==> config.mk <==
export PLATFORM = sky130hd
export DESIGN_NAME = id_ex_pipe_reg_flat
export DESIGN_NICKNAME = d
export VERILOG_FILES = /design/src/rtl/id_ex_pipe_reg_if.sv /design/src/rtl/id_ex_pipe_reg.sv /design/src/flat_wrapper.sv
export SDC_FILE = /design/constraint.sdc
export NUM_CORES = 1
export LEC_CHECK = 0
export CORE_ASPECT_RATIO = 2
export CORE_MARGIN = 2
export CORE_UTILIZATION = 40
export CTS_CLUSTER_DIAMETER = 80
export DETAILED_ROUTE_END_ITERATION = 7
export GPL_TIMING_DRIVEN = 0
export PLACE_DENSITY = 0.84
export SYNTH_ARGS = -nofsm -noshare
export SYNTH_HDL_FRONTEND = slang
export SYNTH_SLANG_ARGS = --single-unit
==> constraint.sdc <==
create_clock -name clk -period 1.9 [get_ports clk]
set_input_delay 0.285 -clock clk [delete_from_list [all_inputs] [get_ports clk]]
set_output_delay 0.285 -clock clk [all_outputs]
set_load 0.02 [all_outputs]
==> src/rtl/id_ex_pipe_reg_if.sv <==
// Stage-boundary bus for id_ex_pipe_reg: upstream payload/control in, registered stage outputs back.
// Counter signals exist only when PIPE_REG_PERF_EN is defined.
interface id_ex_pipe_reg_if #(
  parameter int unsigned DW      = 64,
  parameter int unsigned STALL_W = 6
`ifdef PIPE_REG_PERF_EN
  , parameter int unsigned CNT_W = 16
`endif
);
  logic [STALL_W-1:0] stall;
  logic               flush;
  logic [DW-1:0]      in_data;
  logic               in_valid;
  logic               in_dslot;
  logic               next_dslot_i;
  logic [DW-1:0]      out_data;
  logic               out_valid;
  logic               out_dslot;
  logic               dslot_loop_o;
`ifdef PIPE_REG_PERF_EN
  logic               perf_clr;
  logic [CNT_W-1:0]   bubble_cnt;
  logic [CNT_W-1:0]   hold_cnt;
  logic [CNT_W-1:0]   flush_cnt;
`endif

  // master: the upstream/control side that drives the stage
  modport master (
    output stall, flush, in_data, in_valid, in_dslot, next_dslot_i,
`ifdef PIPE_REG_PERF_EN
    output perf_clr,
    input  bubble_cnt, hold_cnt, flush_cnt,
`endif
    input  out_data, out_valid, out_dslot, dslot_loop_o
  );

  // slave: the pipeline register itself
  modport slave (
    input  stall, flush, in_data, in_valid, in_dslot, next_dslot_i,
`ifdef PIPE_REG_PERF_EN
    input  perf_clr,
    output bubble_cnt, hold_cnt, flush_cnt,
`endif
    output out_data, out_valid, out_dslot, dslot_loop_o
  );
endinterface

==> src/rtl/id_ex_pipe_reg.sv <==
// Generic pipeline stage register (flush > bubble > hold > advance) with delay-slot tagging.
// Define PIPE_REG_PERF_EN to add saturating bubble/hold/flush counters and perf_clr.
module id_ex_pipe_reg #(
  parameter int unsigned    DW      = 64,
  parameter logic [DW-1:0]  NOP_VAL = '0,
  parameter int unsigned    STALL_W = 6,
  parameter int unsigned    STAGE   = 2
`ifdef PIPE_REG_PERF_EN
  , parameter int unsigned  CNT_W   = 16
`endif
) (
  input  logic              clk,
  input  logic              rst,
  id_ex_pipe_reg_if.slave   bus,
  output logic [1:0]        status_o
);

  // Handshake: stall[STAGE]=1 means this stage is not ready, so the upstream payload is
  // only consumed on an ADVANCE edge; stall[STAGE+1]=1 means downstream is not ready and
  // this stage must keep its contents; out_valid qualifies out_data/out_dslot.

  typedef enum logic [1:0] {
    RULE_FLUSH   = 2'd0,
    RULE_BUBBLE  = 2'd1,
    RULE_HOLD    = 2'd2,
    RULE_ADVANCE = 2'd3
  } rule_e;

  typedef enum logic [1:0] {
    ST_EMPTY = 2'd0,
    ST_FULL  = 2'd1,
    ST_HELD  = 2'd2
  } status_e;

  logic          up_stop;
  logic          dn_stop;
  rule_e         rule;

  logic [DW-1:0] data_q,  data_d;
  logic          valid_q, valid_d;
  logic          dslot_q, dslot_d;
  logic          loop_q,  loop_d;
  status_e       status_q, status_d;

  assign up_stop = bus.stall[STAGE];

  // The last stage has no downstream stall bit.
  generate
    if (STAGE + 1 < STALL_W) begin : g_dn_stop
      assign dn_stop = bus.stall[STAGE+1];
    end else begin : g_dn_last
      assign dn_stop = 1'b0;
    end
  endgenerate

  // !up_stop & dn_stop is never produced by the controller and simply advances.
  always_comb begin
    if (bus.flush) begin
      rule = RULE_FLUSH;
    end else if (up_stop && !dn_stop) begin
      rule = RULE_BUBBLE;
    end else if (up_stop) begin
      rule = RULE_HOLD;
    end else begin
      rule = RULE_ADVANCE;
    end
  end

  always_comb begin
    data_d  = data_q;
    valid_d = valid_q;
    dslot_d = dslot_q;
    loop_d  = loop_q;
    unique case (rule)
      RULE_FLUSH: begin
        data_d  = NOP_VAL;
        valid_d = 1'b0;
        dslot_d = 1'b0;
        loop_d  = 1'b0;
      end
      RULE_BUBBLE: begin
        data_d  = NOP_VAL;
        valid_d = 1'b0;
        dslot_d = 1'b0;
        loop_d  = loop_q;
      end
      RULE_HOLD: begin
        data_d  = data_q;
        valid_d = valid_q;
        dslot_d = dslot_q;
        loop_d  = loop_q;
      end
      RULE_ADVANCE: begin
        data_d  = bus.in_valid ? bus.in_data : NOP_VAL;
        valid_d = bus.in_valid;
        dslot_d = bus.in_valid & bus.in_dslot;
        loop_d  = bus.next_dslot_i;
      end
      default: begin
        data_d  = NOP_VAL;
        valid_d = 1'b0;
        dslot_d = 1'b0;
        loop_d  = 1'b0;
      end
    endcase
  end

  always_comb begin
    if (!valid_d) begin
      status_d = ST_EMPTY;
    end else if (rule == RULE_HOLD) begin
      status_d = ST_HELD;
    end else begin
      status_d = ST_FULL;
    end
  end

  always_ff @(posedge clk or negedge rst) begin
    if (!rst) begin
      data_q   <= NOP_VAL;
      valid_q  <= 1'b0;
      dslot_q  <= 1'b0;
      loop_q   <= 1'b0;
      status_q <= ST_EMPTY;
    end else begin
      data_q   <= data_d;
      valid_q  <= valid_d;
      dslot_q  <= dslot_d;
      loop_q   <= loop_d;
      status_q <= status_d;
    end
  end

  assign bus.out_data     = data_q;
  assign bus.out_valid    = valid_q;
  assign bus.out_dslot    = dslot_q;
  assign bus.dslot_loop_o = loop_q;
  assign status_o         = status_q;

`ifdef PIPE_REG_PERF_EN
  logic [CNT_W-1:0] bubble_cnt_q;
  logic [CNT_W-1:0] hold_cnt_q;
  logic [CNT_W-1:0] flush_cnt_q;

  function automatic logic [CNT_W-1:0] sat_inc(input logic [CNT_W-1:0] v, input logic ev);
    if (ev && (v != {CNT_W{1'b1}})) begin
      return v + CNT_W'(1);
    end
    return v;
  endfunction

  // Clear wins over a coincident event.
  always_ff @(posedge clk or negedge rst) begin
    if (!rst) begin
      bubble_cnt_q <= '0;
      hold_cnt_q   <= '0;
      flush_cnt_q  <= '0;
    end else if (bus.perf_clr) begin
      bubble_cnt_q <= '0;
      hold_cnt_q   <= '0;
      flush_cnt_q  <= '0;
    end else begin
      bubble_cnt_q <= sat_inc(bubble_cnt_q, rule == RULE_BUBBLE);
      hold_cnt_q   <= sat_inc(hold_cnt_q, (rule == RULE_HOLD) && valid_q);
      flush_cnt_q  <= sat_inc(flush_cnt_q, rule == RULE_FLUSH);
    end
  end

  assign bus.bubble_cnt = bubble_cnt_q;
  assign bus.hold_cnt   = hold_cnt_q;
  assign bus.flush_cnt  = flush_cnt_q;
`endif

  // An empty stage always carries the NOP payload and no delay-slot tag.
  a_empty_is_nop: assert property (@(posedge clk) disable iff (!rst)
    !valid_q |-> ((data_q == NOP_VAL) && !dslot_q));

endmodule

==> src/flat_wrapper.sv <==
// flat-port wrapper written by rule: the top's interface ports become plain ports
module id_ex_pipe_reg_flat 
#(
  parameter int unsigned    DW      = 64,
  parameter logic [DW-1:0]  NOP_VAL = '0,
  parameter int unsigned    STALL_W = 6,
  parameter int unsigned    STAGE   = 2

)
  (clk, rst, status_o, bus_stall, bus_flush, bus_in_data, bus_in_valid, bus_in_dslot, bus_next_dslot_i, bus_out_data, bus_out_valid, bus_out_dslot, bus_dslot_loop_o);
  id_ex_pipe_reg_if #(.DW(DW), .STALL_W(STALL_W)) bus_i ();
  input  logic clk;
  input  logic rst;
  output logic [1:0] status_o;
  input wire logic [$bits(bus_i.stall)-1:0] bus_stall;
  input wire logic [$bits(bus_i.flush)-1:0] bus_flush;
  input wire logic [$bits(bus_i.in_data)-1:0] bus_in_data;
  input wire logic [$bits(bus_i.in_valid)-1:0] bus_in_valid;
  input wire logic [$bits(bus_i.in_dslot)-1:0] bus_in_dslot;
  input wire logic [$bits(bus_i.next_dslot_i)-1:0] bus_next_dslot_i;
  output wire logic [$bits(bus_i.out_data)-1:0] bus_out_data;
  output wire logic [$bits(bus_i.out_valid)-1:0] bus_out_valid;
  output wire logic [$bits(bus_i.out_dslot)-1:0] bus_out_dslot;
  output wire logic [$bits(bus_i.dslot_loop_o)-1:0] bus_dslot_loop_o;
  assign bus_i.stall = bus_stall;
  assign bus_i.flush = bus_flush;
  assign bus_i.in_data = bus_in_data;
  assign bus_i.in_valid = bus_in_valid;
  assign bus_i.in_dslot = bus_in_dslot;
  assign bus_i.next_dslot_i = bus_next_dslot_i;
  assign bus_out_data = bus_i.out_data;
  assign bus_out_valid = bus_i.out_valid;
  assign bus_out_dslot = bus_i.out_dslot;
  assign bus_dslot_loop_o = bus_i.dslot_loop_o;
  id_ex_pipe_reg #(.DW(DW), .NOP_VAL(NOP_VAL), .STALL_W(STALL_W), .STAGE(STAGE)) u_core (.clk(clk), .rst(rst), .bus(bus_i), .status_o(status_o));
endmodule
== After elaboration in Yosys (flattened, before gate mapping) ==
Cells that the tools add are included.

* Bits of input ports: 76
* Bits in registers: 69
* Word-level logic and storage cells: 24
* Output and inout bits: 69

* Bitwise logic cells: 1
* Muxes and demuxes: 10
* Reduce and logical (&&, ||, !) cells: 5
* Equal/unequal tests: 3

{| class="wikitable"
|+ Operators with widths
! operator !! count
|-
| 64-bit one-hot mux with 2 select lines || 1
|-
| 64-bit two-way mux || 1
|-
| 2-bit two-way mux || 4
|-
| 2-bit == test, second input constant || 2
|-
| 1-bit one-hot mux with 2 select lines || 2
|-
| 2-bit OR reduction || 2
|-
| 1-bit one-hot mux with 3 select lines || 1
|-
| 2-bit by 1-bit == test with 1-bit output, second input constant || 1
|-
| 2-bit zero test || 1
|-
| 1-bit AND || 1
|-
| 1-bit logical AND || 1
|-
| 1-bit zero test || 1
|-
| 1-bit two-way mux || 1
|}

== Depth between registers and ports, before layout ==
* Depth after elaboration: 8
* Gate-level depth with buffers: 7
* Depth with buffers taken out: 5

== Worst setup path after synthesis ==
No wires, ideal clock.

* Path type: input-to-reg
* Start point: in bus_stall[2]
* End point: reg u_core.data_q[10] (netlist: u_core.bus.out_data[10])
* Stages on the path: 7
* Setup time: 121 ps
* Arrival: 1437 ps
* Path slack: 342 ps
* Path buffers: 2
* Required time: 1779 ps
* Cell sequence: nor2b_1 > nor2_1 > ha_1 > and3b_1 > buf_6 > buf_6 > a22o_1

* Cells in the longest elaborated chain, start to end: 6
* Elaborated cells on any way between the ends: 10
* Classes of those cells: 3 x eq/ne; 4 x mux; 3 x reduce/logical

{| class="wikitable"
|+ Ends and longest elaborated chain
! what !! RTL line !! source
|-
| start: declaration || flat_wrapper.sv:15 || <nowiki>input wire logic [$bits(bus_i.stall)-1:0] bus_stall;</nowiki>
|-
| 1-bit two-way mux or 1-bit logical AND (tied branches) || id_ex_pipe_reg.sv:62, id_ex_pipe_reg.sv:60 ||
|-
| 2-bit two-way mux (*) || id_ex_pipe_reg.sv:60 || <nowiki>end else if (up_stop && !dn_stop) begin</nowiki>
|-
| 2-bit two-way mux (*) || id_ex_pipe_reg.sv:58 || <nowiki>if (bus.flush) begin</nowiki>
|-
| 2-bit by 1-bit == test with 1-bit output or 2-bit zero test (tied branches) || id_ex_pipe_reg.sv:74 || <nowiki>unique case (rule)</nowiki>
|-
| 2-bit OR reduction (no line) || - ||
|-
| 64-bit one-hot mux with 2 select lines || id_ex_pipe_reg.sv:74 ||
|-
| end signal: assignment || id_ex_pipe_reg.sv:126 || <nowiki>data_q <= data_d;</nowiki>
|-
| end: declaration || id_ex_pipe_reg.sv:39 || <nowiki>logic [DW-1:0] data_q, data_d;</nowiki>
|}

Every way passes the cells marked *; elsewhere a longest branch is shown, timed or not.
A chain may end at the register's enable or synchronous reset.

== Final worst setup path ==
* Start point: in bus_stall[2]
* End point: reg u_core.data_q[19] (netlist: u_core.bus.out_data[19])

The elaborated chain is that of the path after synthesis.

==> flow_summary.yaml <==
final_layout:
  fill_cells: 414
  nNetsFinal: 392
  seqCellArea_um2: 1730
  finalCoreUtilization_pct: 71.3
  final_area_um2: 4280
  area_growth_pct: 71.7
  drive_gt1_share_pct: 9.46
  diodes: 0
  fin_cells: 380
  multi_input_area_um2: 671
place:
  placed_area_um2: 3970
  dp_hpwl_mm: 5.10
  place.gp.congestion: 0.822
  place_inst: 366
  io_buffers: 140
run_status:
  outcome: "completed"
detailed_routing:
  drc: 0
  wl_per_cell_um: 18.1
  antenna_left: 0
  first_pass_iters: 4
  wl_mm: 6.86
  vias_per_cell: 5.27
  initialDrtViolationCount: 42
  dr_total_vias: 2001
clocking:
  cts_buffers: 9
  clk_latency_ps: 320
  root_buffer: "clkbuf_16"
  clk_path_buf_depth: 2
  cts_hold_buffers: 0
  cts.clk_slew.worst_paths_ps: 50
  cts.htree.levels: 3
  clock_sinks: 69
  cts_tree: "done"
power_and_ir_drop:
  ir_drop_uv: 831
  leakage_nw: 1.94
  power.density_nw_per_um2: 850
floorplanning:
  die_h_um: 116
  die_w_um: 59.8
  start_util_pct: 41.5
  dieArea_um2: 6920
  core_um2: 6010
  io-pin-count: 145
  row_count: 40
synth:
  ys_types: 20
  avgSynthCellArea_um2: 15.3
  synth_compound_area_share_pct: 23.8
  synth_top_family_by_area: "compound AO/OA/AOI/OAI gates"
  syn-num-nets: 241
  yosysSeqAreaShare_pct: 69.2
  synth_area_um2: 2490
  synth_xor_xnor_area_share_pct: 0
  synth-simple-area-share_pct: 1.81
  yosys_warnings: 0
  ys_ff_latch: 69
  synth_mux_area_share_pct: 0
  synth_adder_area_share_pct: 1.00
  synth_cells: 163
global_route:
  grt_usage_pct: 20.5
  grt_start_max_net_pins: 70
  grt.overflow.total: 0
  antenna_found_initial: 0
  grt_pass1_vias: 2052
  grt_pass1_wl_mm: 10.2
timing:
  tightestPinTransition_ps: 850
  setup_tns_ps: 0
  hold_viol: 0
  slew_violations: 0
  fin_crit_ps: 1840
  hold-worst-slack_ps: 73.5
  skew_ps: 0.744
  fin_crit_sh_pct: 96.6
  maxSlewHeadroom_pct: 43.3
  clock.fmax_mhz: 545
  rsz0062_at_grt: "false"
  final-setup-viol-count: 0
hold_path:
  hp-class: "in2async"
critical_path:
  critPathMaxFanout: 10
  critical_path_class: "in2reg"
  worst_ep_required_time_ps: 2110
  critPathArrivalTime_ps: 2040
  reg2reg_setup_slack_ps: 1100
  start_kind: "input pin"
  crit_path_end_kind: "flip-flop"
run:
  maxCapViolations: 0
cells in the final DEF (no fill, tap or decap), types with 2 or more instances in the layout:
cell type,instances
clkbuf_1,3
buf_2,6
bufinv_16,2
a22o_1,65
clkdlybuf4s50_1,139
buf_6,5
dfrtp_1,69
clkbuf_16,9
clkinv_2,2
stage by stage:
step / worst slack [ps] / power [mW]
final: 64.9 / 3.64
after global routing: 4.49 / 3.77
after CTS: 1.22 / 3.67
after detailed placement: -430 / 1.95
after global placement: -1620 / 1.95
after floorplan: 342 / 1.68
timing repair:
action	in CTS	in global routing
pin swaps	0	1
resized for setup	2	2
gates cloned	0	0
setup buffers	0	0
setup endpoints to repair	43	43
worst max-delay path, stage by stage:
cell,delay [ps]
clkdlybuf4s50_1,420
nor2b_2,180
nor2_1,150
ha_2,280
and3b_2,240
buf_6,150
buf_6,140
a22o_1,190
Yosys cell counts:
cell | n | share of area [%]
dfrtp_1 | 69 | 69
a22o_1 | 65 | 23
buf_2 | 5 | 1.0
buf_6 | 5 | 2.3
clkbuf_1 | 3 | 0.45
ha_1 | 2 | 1.0
a21o_1 | 1 | 0.30
a21oi_1 | 1 | 0.20
a22oi_1 | 1 | 0.30
and3b_1 | 1 | 0.35
buf_1 | 1 | 0.15
inv_1 | 1 | 0.15
inv_2 | 1 | 0.15
nand3_1 | 1 | 0.20
nor2_1 | 1 | 0.15
nor2b_1 | 1 | 0.25
nor3_1 | 1 | 0.20
nor3b_1 | 1 | 0.30
nor4b_1 | 1 | 0.35
o21ai_0 | 1 | 0.20
cells by family (layout without fill, tap and decap cells):
| logic type | count (synthesis) | after routing |
|---|---|---|
| compound gates | 69 | 69 |
| buf+inv | 16 | 170 |
| flops | 69 | 69 |
| simple gates | 7 | 7 |
| fa+ha+maj | 2 | 2 |
cell type report:
cell class                 instances  share of cell area, %
clock inverter                     5                   1.81
buffer                            14                   2.28
multi-input combinational         78                   15.7
sequential                        69                   40.3
timing repair buffer             140                   32.7
clock buffer                       9                   5.26
inverter                           2                  0.175
tap                               63                   1.84
power by group:
group / total, mW / leakage [nW] / switching (mW) / internal [mW]
registers: 1.53 / 0.955 / 0.0195 / 1.51
clock network: 1.71 / 0.147 / 0.583 / 1.13
logic: 0.404 / 0.838 / 0.173 / 0.231
per-layer routing:
metal	wire (µm)	GRT usage (%)	vias up
met4	244	12.6	0
met1	2380	20.8	959
met2	3740	34.2	94
met3	495	7.81	17
li1	-	-	931
met5	0	0	-
path summary, 6_finish.rpt:
path	from	end	cells after the start
worst min-delay path	rst	u_core.bus.out_data[50]	1
min in group clk	u_core.bus.out_data[35]	u_core.bus.out_data[35]	1
worst min register to register	u_core.bus.out_data[35]	u_core.bus.out_data[35]	1
max in group asynchronous	rst	u_core.bus.out_data[23]	1
worst max-delay path	bus_stall[2]	u_core.bus.out_data[19]	8
worst max register to register	u_core.bus.out_valid	u_core.status_o[1]	2
registers in the layout (all words and copies together), names as in the netlist:
signal                   count
u_core.bus.dslot_loop_o      1
u_core.bus.out_valid         1
u_core.status_o              2
u_core.bus.out_data         64
u_core.bus.out_dslot         1
(Power assumes the default switching activity.)
